[config.mk]
export PLATFORM = sky130hd
export DESIGN_NAME = fsm_d
export DESIGN_NICKNAME = d
export VERILOG_FILES = /design/src/rtl/fsm_d_pkg.sv /design/src/rtl/fsm_d_yellow_timer.sv /design/src/rtl/fsm_d.sv
export SDC_FILE = /design/constraint.sdc
export NUM_CORES = 1
export LEC_CHECK = 0
export CORE_AREA = 2 2 39 41
export CTS_CLUSTER_SIZE = 20
export DETAILED_ROUTE_END_ITERATION = 8
export DIE_AREA = 0 0 41 43
export PLACE_DENSITY_LB_ADDON = 0.1
export SKIP_LAST_GASP = 1
export SLEW_MARGIN = 10
export SYNTH_ARGS = -nofsm -noshare
export SYNTH_HDL_FRONTEND = slang
export SYNTH_SLANG_ARGS = --single-unit
[constraint.sdc]
create_clock -name clk -period 1.36 [get_ports clk]
set_input_delay 0.204 -clock clk [delete_from_list [all_inputs] [get_ports clk]]
set_output_delay 0.204 -clock clk [all_outputs]
set_load 0.02 [all_outputs]
[src/rtl/fsm_d_pkg.sv]
// Shared types for the two-road traffic-light controller.
package fsm_d_pkg;

  // Lamp codes as seen by the lamp drivers; 2'b11 is never produced.
  typedef enum logic [1:0] {
    GREEN  = 2'b00,
    YELLOW = 2'b01,
    RED    = 2'b10
  } light_t;

  // S0: A green, S1: A yellow, S2: B green, S3: B yellow.
  typedef enum logic [1:0] {
    S0 = 2'b00,
    S1 = 2'b01,
    S2 = 2'b10,
    S3 = 2'b11
  } state_t;

  localparam int YELLOW_CYCLES_DEFAULT = 1;

  // True for the two yellow phases, which are the only timed states.
  function automatic logic is_yellow(input state_t s);
    return (s == S1) || (s == S3);
  endfunction

endpackage

[src/rtl/fsm_d_yellow_timer.sv]
// Counts the length of a yellow phase and flags its last cycle.
module fsm_d_yellow_timer #(
  parameter int YELLOW_CYCLES = 1
) (
  input  logic clk,
  input  logic rst,
  input  logic start,
  input  logic enable,
  output logic done
);

  localparam int W = $clog2(YELLOW_CYCLES) + 1;
  localparam logic [W-1:0] LAST = W'(YELLOW_CYCLES - 1);

  logic [W-1:0] count;

  // Count while a yellow phase is active; sit at zero otherwise so every phase starts fresh.
  always_ff @(posedge clk) begin
    if (rst || start || !enable || done) begin
      count <= '0;
    end else begin
      count <= count + W'(1);
    end
  end

  assign done = enable && (count == LAST);

endmodule

[src/rtl/fsm_d.sv]
// Harris-style two-road traffic-light controller (Moore machine).
module fsm_d
  import fsm_d_pkg::*;
#(
  parameter int YELLOW_CYCLES = YELLOW_CYCLES_DEFAULT
) (
  input  logic       clk,
  input  logic       rst,
  input  logic       ta,
  input  logic       tb,
  output logic [1:0] la,
  output logic [1:0] lb
);

  state_t state;
  state_t next_state;
  light_t la_light;
  light_t lb_light;
  logic   yellow_start;
  logic   yellow_active;
  logic   yellow_done;

  assign yellow_active = is_yellow(state);
  assign yellow_start  = !is_yellow(state) && is_yellow(next_state);

  fsm_d_yellow_timer #(
    .YELLOW_CYCLES(YELLOW_CYCLES)
  ) u_yellow_timer (
    .clk   (clk),
    .rst   (rst),
    .start (yellow_start),
    .enable(yellow_active),
    .done  (yellow_done)
  );

  // State register; reset wins over every transition, including mid-yellow.
  always_ff @(posedge clk) begin
    if (rst) begin
      state <= S0;
    end else begin
      state <= next_state;
    end
  end

  // Next-state logic; an unknown sensor falls into the else branch so the encoding stays legal.
  always_comb begin
    next_state = S0;
    case (state)
      S0: begin
        if (ta) next_state = S0;
        else    next_state = S1;
      end
      S1: begin
        if (yellow_done) next_state = S2;
        else             next_state = S1;
      end
      S2: begin
        if (tb) next_state = S2;
        else    next_state = S3;
      end
      S3: begin
        if (yellow_done) next_state = S0;
        else             next_state = S3;
      end
      default: next_state = S0;
    endcase
  end

  // Output decode purely from state; at least one street always sees RED.
  always_comb begin
    la_light = RED;
    lb_light = RED;
    case (state)
      S0: begin la_light = GREEN;  lb_light = RED;    end
      S1: begin la_light = YELLOW; lb_light = RED;    end
      S2: begin la_light = RED;    lb_light = GREEN;  end
      S3: begin la_light = RED;    lb_light = YELLOW; end
      default: begin la_light = RED; lb_light = RED; end
    endcase
  end

  assign la = la_light;
  assign lb = lb_light;

endmodule

# ---- Word-level counts from Yosys, hierarchy flattened
# Index checks and enable logic that the tools add are counted.
# W data, S select, Z words.
dict set report totals {
  wordCells 27
  inputBits 4
  regBits 3
  out_inout_bits 4
}
dict set report op_classes {
  add_sub_neg 1
  reduce_logical 11
  mux 7
  bitwise_logic 1
  n_eq_ne 5
}
# operator n
set ops {}
lappend ops {{$pmux W2 S3} 2}
lappend ops {{$pmux W2 S4} 1}
lappend ops {{$eq A2 B2 Y1 const B} 3}
lappend ops {{$logic_or A1 B1 Y1} 5}
lappend ops {{$eq A2 B1 Y1 const B} 2}
lappend ops {{$mux W2} 2}
lappend ops {{$reduce_or A2 Y1} 2}
lappend ops {{$logic_and A1 B1 Y1} 2}
lappend ops {{$logic_not A2 Y1} 1}
lappend ops {{$mux W1} 2}
lappend ops {{$add A1 B1 Y1 const B} 1}
lappend ops {{$logic_not A1 Y1} 1}
lappend ops {{$not A1 Y1} 1}

# ---- Longest topological paths before layout
# Gate-level depths: netlist of run 1.
dict set report logic_depth {
  depth_word 11
  depth_mapped 3
  mapped_depth_nobuf 3
}

# ---- Modules after synthesis
# From an unflattened synthesis of run 1, not the netlist that was laid out.
dict set report unflattened {
  hier_cells 17
  area_unflattened_um2 165.2
}
# mod area_each_um2 seq_area_each_um2 cells_per_inst n_inst
set by_module_without_submodules {}
lappend by_module_without_submodules {fsm_d 127.6 40.0 14 1}
lappend by_module_without_submodules {fsm_d_yellow_timer 37.5 20.0 3 1}

# ---- Worst setup path after synthesis of run 1
# OpenSTA, ideal clock, no wires.
dict set report synth_path {
  kind {reg2out}
  start {reg state[1]}
  end {out la[0]}
  arrival_ps 662
  t_required_ps 1156
  path_slack_ps 494
  stages_incl_launch_ff 2
  cell_sequence {dfxtp_1 and2b_2}
}
dict set report synth_between {
  elab_chain_cells 3
}
# item line
set synth_rtl {}
lappend synth_rtl {{from (decl)} fsm_d.sv:15} ;# state_t state;
lappend synth_rtl {{from (signal assigned)} fsm_d.sv:41} ;# state <= next_state;
lappend synth_rtl {{$eq A2 B2 Y1} fsm_d.sv:73} ;# case (state)
lappend synth_rtl {{$reduce_or A2 Y1 (no line)} --}
lappend synth_rtl {{$pmux W2 S3 *} fsm_d.sv:73}
lappend synth_rtl {{to (decl)} fsm_d.sv:11} ;# output logic [1:0] la,
# Every way passes the cells marked *; elsewhere a longest branch is shown, timed or not.

# ---- Final worst setup path of run 1
# Same ends and word-level chain as after synthesis.

==> impl_metrics.env, run 1 <==
export IMPL_status="finished clean"
export IMPL_synth_edf_count=0
export IMPL_gp_congestion=0.548
export IMPL_p_total_uw=310
export IMPL_p_leak_uw=0.000119
export IMPL_grt_pass1_vias=116
export IMPL_drv_cap=0
export IMPL_ys_ff_latch=3
export IMPL_dpl_instance_area_um2=233
export IMPL_core_area_um2=1380
export IMPL_synth_top_area_share_pct=45.7
export IMPL_wl_per_cell_um=6.48
export IMPL_hold_path_depth=2
export IMPL_rr_endpoint="state[0]"
export IMPL_drtPass1Iterations=1
export IMPL_cts_max_level=1
export IMPL_row_count=14
export IMPL_layout_nets=31
export IMPL_critPathLaunchType="flip-flop"
export IMPL_synth_net_count=18
export IMPL_drive_above_1_share_pct=30.8
export IMPL_clock_latency_ns=0.23
export IMPL_slew_viol_final=0
export IMPL_remaining_drc_errors=0
export IMPL_grt_first_pass_wirelength_um=448
export IMPL_final_util_pct=18.4
export IMPL_peakVddDrop_uv=358
export IMPL_holdPathEnd="state[0]"
export IMPL_fin_skew_ns=0.000704
export IMPL_start_util_pct=9.49
export IMPL_period_minus_slack_ns=1.29
export IMPL_max_freq_ghz=0.774
export IMPL_cpMaxStageDelayCell="dfxtp_2"
export IMPL_postCtsHoldBufs=0
export IMPL_max_stage_delay_ns=0.34
export IMPL_grt_max_degree=5
export IMPL_hold_violations=0
export IMPL_worst_ep_arrival_time_ns=1.09
export IMPL_rsz0062_at_grt="false"
export IMPL_clockBufferDepth=2
export IMPL_cp_end_kind="primary output"
export IMPL_r2r_start="state[1]"
export IMPL_yosys_warnings=0
export IMPL_crit_family="flip-flops"
export IMPL_finalCritPeriodShare_pct=95.0
export IMPL_syn_inst=14
export IMPL_ys_types=10
export IMPL_dr_first_iter_drc_count=0
export IMPL_reg2reg_depth=5
export IMPL_antenna_found_initial=0
export IMPL_critPathBufInv=1
export IMPL_final_setup_tns_ns=0
export IMPL_ys_async_sr_fraction_pct=0
export IMPL_area_growth_pct=94.3
export IMPL_synthTopCellsByArea="dfxtp_1 46%, mux2i_1 15%, and2b_2 6.7%"
export IMPL_drt_wl_total_um=272
export IMPL_yosys_area_top_type="dfxtp_1"
export IMPL_critical_path_class="flip-flop to primary output"
export IMPL_netlist_top_cells_count="3 x dfxtp_1, 2 x mux2i_1, 2 x nor2_1"
export IMPL_synth_flop_cell="dfxtp_1"
export IMPL_num_vias=121
export IMPL_ioPinCount=8
export IMPL_crit_fanout=4
export IMPL_hold_class="flip-flop to flip-flop"
export IMPL_fin_area_um2=255
export IMPL_setup_ws_ns=0.0675
export IMPL_syn_cell_area_um2=131
export IMPL_die_area_um2=1760
export IMPL_worstPathCellList="and2b_2 > dlygate4sd2_1"
export IMPL_avgSynthCellArea_um2=9.38
export IMPL_dp_slack_ns=0.0402
export IMPL_reg2reg_slack_ns=0.38
export IMPL_globalRouteOverflowTotal=0
export IMPL_yosysMostFrequentCell="dfxtp_1"
export IMPL_holdCritStartpoint="u_yellow_timer.count"
export IMPL_vias_per_cell=2.88
export IMPL_ant_nets=0
export IMPL_root_buffer="clkbuf_4"
export IMPL_place_detailed_hpwl_um=215
export IMPL_n_antenna_cell=0
export IMPL_dieWidth_um=41
export IMPL_cts_tree="done"
export IMPL_yosysSeqAreaShare_pct=45.7
export IMPL_grt_usage_pct=4.61
export IMPL_p_per_area_nw_per_um2=1210
export IMPL_path_clk_slew_ns=0.04
export IMPL_cp_required_ns=1.16
export IMPL_setup_viol=0
export IMPL_clock_sinks=3
export IMPL_cts_made_buffers=3
export IMPL_portBuffers=7
export IMPL_crit_path_start="state[1]"
export IMPL_die_h_um=43
## worst max path at each step
| stage | end | slack (ns) | depth (start not counted) |
|---|---|---|---|
| after CTS | la[0] | 0.003 | 2 |
| final | la[0] | 0.07 | 2 |
| after floorplan | la[0] | 0.49 | 1 |
| after detailed placement | la[0] | 0.04 | 2 |
| after global placement | la[0] | 0.04 | 2 |
| after global routing | la[0] | 0.02 | 2 |
## area by class of cell
class	count	area [um^2]
inverter	1	3.75
fill	153	1130
tap	16	20.0
sequential	3	61.3
timing repair buffer	9	80.1
multi-input combinational	9	63.8
clock buffer	4	26.3
## layer usage
layer  global-route usage [%]  vias up  routed length, um  part of all wire, %
li1                         -       66                  -                    -
met1                     3.51       52                103                   38
met2                     5.31        3                153                   56
met3                     3.14        0                 15                  5.5
met4                     8.00        0                  0                    0
met5                        0        -                  0                    0
## layout by cell type (no fill, tap or decap)
master           netlist  routed
inv_1                  1       1
clkdlybuf4s50_1        0       3
conb_1                 1       1
mux2i_1                2       2
clkbuf_4               0       3
buf_4                  0       2
and2b_2                1       1
dlygate4sd2_1          0       4
and2b_1                1       1
dfxtp_1                3       2
xnor2_1                1       1
nor2_1                 2       2
dfxtp_2                0       1
and2_2                 1       1
clkbuf_1               1       1
## kinds of logic after synthesis
kind of cell | synth area share, %
multiplexers | 15.2
buffers and inverters | 5.71
flip-flops | 45.7
XOR/XNOR | 6.67
AND/OR/NAND/NOR | 23.8
other | 2.85
## state kept, by name, summed over array words and instances, names as in the netlist
register / cells
u_yellow_timer.count: 1
state: 2
## metrics by stage
stage,std cells,hold WS (ns)
2_1_floorplan,14,0.276
3_3_place_gp,38,0.487
3_5_place_dp,38,0.485
4_1_cts,42,0.493
5_1_grt,42,0.551
6_report,42,0.488
## where the power goes
part           internal [uW]  switching, uW  total [uW]  leakage [uW]
clock                    110           43.1         153     0.0000150
sequential              95.9           5.56         101     0.0000254
combinational           32.2           23.1        55.3     0.0000783
total                    238           71.7         310      0.000119
## tightest hold or removal path, stage by stage, from the launching register on
cell and delay (ns):
dfxtp_1 0.31, mux2i_1 0.06, nor2_1 0.08
## repair_timing
item | in CTS | in global routing
setup endpoints to repair | 4 | 1
resized for setup | 4 | 1
setup buffers | 0 | 0
No activity file was read; power rests on OpenSTA's default activity.
==> inputs of run 2 (changes only) <==
--- a/config.mk
+++ b/config.mk
@@ -5,6 +5,7 @@
 export SDC_FILE = /design/constraint.sdc
 export NUM_CORES = 1
 export LEC_CHECK = 0
+export ABC_AREA = 1
 export CORE_AREA = 2 2 39 41
 export CTS_CLUSTER_SIZE = 20
 export DETAILED_ROUTE_END_ITERATION = 8
==> constraint.sdc (replaced) <==
create_clock -name clk -period 1.2 [get_ports clk]
set_input_delay 0.18 -clock clk [delete_from_list [all_inputs] [get_ports clk]]
set_output_delay 0.18 -clock clk [all_outputs]
set_load 0.02 [all_outputs]
==> run 2 against run 1 <==
Effect of this change:
- design area grew 4.4%
- via count rose by 27%
- clock power up 15%
- routed wire length rose by 30%
- worst hold slack improved by 0.043 ns
- core utilization rose by 0.81 points
- first-iteration DRC count is 3 higher
- sequential power grew 16%
- critical path type unchanged
- critical endpoint unchanged
- largest cell class unchanged
==> impl_metrics.env, run 2 <==
export IMPL_num_fill_cells=164
export IMPL_ys_ff_latch=3
export IMPL_holdPathEnd="state[1]"
export IMPL_avgSynthCellArea_um2=6.00
export IMPL_drive_above_1_share_pct=27.8
export IMPL_rsz0062_at_grt="false"
export IMPL_dieWidth_um=41
export IMPL_grt_pass1_vias=165
export IMPL_remaining_drc_errors=0
export IMPL_clock_latency_ns=0.23
export IMPL_dr_first_iter_drc_count=3
export IMPL_syn_cell_area_um2=144
export IMPL_top_regs="state (2), u_yellow_timer.count (1)"
export IMPL_cts_tree="done"
export IMPL_ys_types=9
export IMPL_globalRouteOverflowTotal=0
export IMPL_reg2reg_depth=6
export IMPL_core_area_um2=1380
export IMPL_area_growth_pct=85.2
export IMPL_grt_first_pass_wirelength_um=552
export IMPL_portBuffers=7
export IMPL_ant_nets=0
export IMPL_p_total_uw=360
export IMPL_die_h_um=43
export IMPL_drv_cap=0
export IMPL_start_util_pct=10.4
export IMPL_synth_net_count=28
export IMPL_r2r_start="state[0]"
export IMPL_ys_async_sr_fraction_pct=0
export IMPL_final_util_pct=19.3
export IMPL_ioPinCount=8
export IMPL_whs_ns=0.531
export IMPL_place_detailed_hpwl_um=288
export IMPL_seq_area_um2=61.3
export IMPL_holdCritStartpoint="u_yellow_timer.count"
export IMPL_critical_path_class="flip-flop to primary output"
export IMPL_cp_end_kind="primary output"
export IMPL_yosysSeqAreaShare_pct=41.7
export IMPL_layout_nets=41
export IMPL_hold_path_depth=3
export IMPL_grt_max_degree=7
export IMPL_hold_class="flip-flop to flip-flop"
export IMPL_wl_per_cell_um=6.79
export IMPL_setup_ws_ns=0.0497
export IMPL_synth_top_area_share_pct=41.7
export IMPL_path_clk_slew_ns=0.04
export IMPL_rr_endpoint="state[0]"
export IMPL_row_count=14
export IMPL_antenna_found_initial=0
export IMPL_synth_edf_count=0
export IMPL_final_setup_tns_ns=0
export IMPL_num_vias=154
export IMPL_period_minus_slack_ns=1.15
export IMPL_cp_required_ns=1.02
export IMPL_synthTopCellsByArea="dfxtp_1 42%, inv_1 13%, nand2_1 13%"
export IMPL_postCtsHoldBufs=0
export IMPL_clock_sinks=3
export IMPL_slew_viol_final=0
export IMPL_drt_wl_total_um=353
export IMPL_multiInputGateArea_um2=53.8
export IMPL_hold_violations=0
export IMPL_critPathLaunchType="flip-flop"
export IMPL_peakVddDrop_uv=283
export IMPL_yosys_area_top_type="dfxtp_1"
export IMPL_reg2reg_slack_ns=0.29
export IMPL_top_register="state"
export IMPL_largest_reg_flops=2
export IMPL_status="finished clean"
export IMPL_cts_max_level=1
export IMPL_syn_inst=24
export IMPL_mostFrequentLayoutCells="5 x nor2_1, 5 x nand2_1, 5 x inv_1, 3 x clkbuf_4, 3 x clkdlybuf4s50_1"
export IMPL_finalCritPeriodShare_pct=95.9
export IMPL_root_buffer="clkbuf_4"
export IMPL_netlist_top_cells_count="5 x inv_1, 5 x nand2_1, 5 x nor2_1, 3 x dfxtp_1, 2 x inv_2"
export IMPL_cts_made_buffers=3
export IMPL_yosys_warnings=0
export IMPL_gp_congestion=0.576
export IMPL_clockBufferDepth=2
export IMPL_worst_ep_arrival_time_ns=0.97
export IMPL_dp_slack_ns=-0.127
export IMPL_fin_skew_ns=0.00217
export IMPL_drtPass1Iterations=2
export IMPL_p_per_area_nw_per_um2=1350
export IMPL_p_leak_uw=0.000147
export IMPL_grt_usage_pct=5.51
export IMPL_die_area_um2=1760
export IMPL_vias_per_cell=2.96
export IMPL_setup_viol=0
export IMPL_max_freq_ghz=0.869
export IMPL_n_antenna_cell=0
export IMPL_crit_fanout=3
export IMPL_synth_flop_cell="dfxtp_1"
-- run 2: changes by cell type after synthesis, sizes merged --
cell and delta:
nand2 +5, and2b -2, nor2 +3, xnor2 -1, nand3b +1, nand3 +1, and2 -1, inv +6
mux2i -2
-- run 2: through the flow --
stage	instance area (um^2)	std cells
floorplan	144	24
global placement	245	48
detailed placement	245	48
CTS	270	52
global route	267	52
finish	267	52
-- run 2: kinds of logic (layout without fill, tap and decap cells) --
group / Yosys count / count (layout) / share of synthesized area, %
buffers and inverters: 8 / 20 / 20.9
flip-flops: 3 / 3 / 41.7
other: 1 / 1 / 2.61
AND/OR/NAND/NOR: 12 / 12 / 34.8
-- run 2: final cells by class --
class | count | area share [%]
tap | 16 | 7.51
inverter | 7 | 9.86
timing repair buffer | 9 | 29.6
clock buffer | 4 | 9.86
multi-input combinational | 13 | 20.2
sequential | 3 | 23.0
-- run 2: worst max-delay path by stage --
stage,start,slack (ns),to,cells after the start
floorplan,state[0],0.36,la[0],2
global placement,state[1],-0.11,lb[0],3
detailed placement,state[1],-0.13,lb[0],3
CTS,state[1],-0.04,lb[0],3
global route,state[0],0.005,la[0],3
finish,state[0],0.05,la[0],3
-- run 2: per-layer routing --
| layer | track usage [%] | part of all wire [%] | vias up |
|---|---|---|---|
| met2 | 7.50 | 57 | 3 |
| met1 | 4.14 | 37 | 64 |
| met4 | 10.0 | 0 | 0 |
| met5 | 0 | 0 | - |
| li1 | - | - | 87 |
| met3 | 1.57 | 5.9 | 0 |
-- run 2: what timing repair did --
| item | 4_1_cts | 5_1_grt |
|---|---|---|
| hold endpoints to repair | 0 | 0 |
| endpoints found under the setup margin | 4 | 1 |
| setup buffers | 0 | 0 |
| resized for setup | 7 | 2 |
-- run 2: critical path, cell delays in order (launching register included) --
cell and delay, ns:
dfxtp_1 0.36, inv_2 0.05, nor2_1 0.07, clkdlybuf4s15_2 0.26
-- run 2: power by group --
part / switching, uW / total [uW] / leakage [uW] / internal [uW]
registers: 8.12 / 117 / 0.0000254 / 109
logic: 32.6 / 67.1 / 0.000106 / 34.6
clock network: 51.2 / 176 / 0.0000150 / 125
==> inputs of run 3 (changes only) <==
--- a/config.mk
+++ b/config.mk
@@ -11,6 +11,7 @@
 export DETAILED_ROUTE_END_ITERATION = 8
 export DIE_AREA = 0 0 41 43
 export PLACE_DENSITY_LB_ADDON = 0.1
+export RECOVER_POWER = 100
 export SKIP_LAST_GASP = 1
 export SLEW_MARGIN = 10
 export SYNTH_ARGS = -nofsm -noshare
==> constraint.sdc (replaced) <==
create_clock -name clk -period 1.2 [get_ports clk]
set_input_delay 0.18 -clock clk [delete_from_list [all_inputs] [get_ports clk]]
set_output_delay 0.18 -clock clk [all_outputs]
set_load 0.05 [all_outputs]
==> run 3 against run 2 <==
Effect of this change:
- sequential share of layout area decreased by 1.7 points
- core utilization increased by 1.5 points
- routed wire length increased by 0.28%
- clock power about the same
- first-iteration DRC count decreased by 67%
- maximum frequency increased by 1.5%
- sequential cell count unchanged
- highest routed layer is now met4
- largest power group unchanged
- largest cell class unchanged
- via count decreased by 1.3%
- clock skew decreased by 0.0020 ns
==> impl_metrics.env, run 3 (synthesized netlist as in run 2, its figures left out) <==
export IMPL_portBuffers=7
export IMPL_critical_path_class="flip-flop to primary output"
export IMPL_final_util_pct=20.8
export IMPL_ioPinCount=8
export IMPL_peakVddDrop_uv=422
export IMPL_dieWidth_um=41
export IMPL_period_minus_slack_ns=1.13
export IMPL_worst_ep_arrival_time_ns=0.95
export IMPL_max_freq_ghz=0.883
export IMPL_die_h_um=43
export IMPL_die_area_um2=1760
export IMPL_hold_violations=0
export IMPL_hold_path_depth=3
export IMPL_cts_max_level=1
export IMPL_wl_per_cell_um=7.08
export IMPL_p_per_area_nw_per_um2=1400
export IMPL_cp_required_ns=1.02
export IMPL_row_count=14
export IMPL_slew_viol_final=0
export IMPL_cts_made_buffers=3
export IMPL_drv_cap=0
export IMPL_top_register="state"
export IMPL_setup_viol=0
export IMPL_clock_latency_ns=0.23
export IMPL_grt_pass1_vias=160
export IMPL_postCtsHoldBufs=0
export IMPL_finalCritPeriodShare_pct=94.4
export IMPL_reg2reg_depth=5
export IMPL_drive_above_1_share_pct=26.5
export IMPL_globalRouteOverflowTotal=0
export IMPL_start_util_pct=10.4
export IMPL_path_clk_slew_ns=0.04
export IMPL_root_buffer="clkbuf_4"
export IMPL_status="finished clean"
export IMPL_remaining_drc_errors=0
export IMPL_drt_wl_total_um=354
export IMPL_top_regs="state (2), u_yellow_timer.count (1)"
export IMPL_layout_commonest_cell="inv_1"
export IMPL_largest_reg_flops=2
export IMPL_vias_per_cell=3.04
export IMPL_n_antenna_cell=0
export IMPL_core_area_um2=1380
export IMPL_drtPass1Iterations=2
export IMPL_whs_ns=0.534
export IMPL_crit_fanout=3
export IMPL_critPathLaunchType="flip-flop"
export IMPL_num_vias=152
export IMPL_clockBufferDepth=2
export IMPL_mostFrequentLayoutCells="7 x inv_1, 5 x nand2_1, 4 x nor2_1"
export IMPL_place_detailed_hpwl_um=268
export IMPL_grt_usage_pct=5.62
export IMPL_gp_congestion=0.661
export IMPL_grt_first_pass_wirelength_um=614
export IMPL_grt_max_degree=8
export IMPL_rsz0062_at_grt="false"
export IMPL_ant_nets=0
export IMPL_hold_class="flip-flop to flip-flop"
export IMPL_dr_first_iter_drc_count=1
export IMPL_layout_nets=39
export IMPL_antenna_found_initial=0
export IMPL_clock_sinks=3
export IMPL_final_setup_tns_ns=0
export IMPL_cts_tree="done"
export IMPL_area_growth_pct=100
export IMPL_cp_end_kind="primary output"
export IMPL_fin_skew_ns=0.000208
export IMPL_p_leak_uw=0.000151
[run 3: cell types whose count changed in the layout (fill, tap and decap cells not counted), sizes merged]
cell           before  now
clkbuf              5    4
buf                 2    4
dlygate4sd2         2    0
clkdlybuf4s15       1    0
[run 3: path summary, 6_finish.rpt]
kind                                      startpoint        to  slack, ns
worst max-delay path                        state[0]     la[0]       0.07
worst min-delay path            u_yellow_timer.count  state[1]       0.53
worst max register to register              state[1]  state[0]       0.35
worst min register to register  u_yellow_timer.count  state[1]       0.53
[run 3: critical path: stages, from the launching register on]
cell and delay [ns]:
dfxtp_1 0.35, inv_1 0.09, nor2_2 0.13, buf_12 0.15
[run 3: final cells by class]
type                       instances  area [um^2]
sequential                         3         61.3
multi-input combinational         13         56.3
clock buffer                       4         26.3
inverter                           7         26.3
tap                               16         20.0
fill                             157         1100
timing repair buffer               7         97.6
[run 3: stage by stage]
step	power, uW	instances	instance area (um^2)	setup WS (ns)
floorplan	174	24	146	0.129
global placement	232	46	273	0.183
detailed placement	232	46	273	0.192
CTS	421	50	300	0.0502
global route	430	50	288	0.00883
finish	402	50	288	0.0672
[run 3: power breakdown]
part	internal, uW	switching [uW]	total [uW]
logic	50.8	56.6	107
clock network	125	51.9	176
registers	109	9.70	119
[run 3: layer usage]
metal	vias up	global-route usage, %	share of wire [%]
li1	84	-	-
met1	59	6.09	37
met2	7	6.25	44
met3	2	2.62	14
met4	0	8.00	4.0
met5	-	0	0
[run 3: what timing repair did]
item                       4_1_cts  5_1_grt
buffers inserted                 0        0
setup endpoints to repair        1        0
resized for setup                1        0
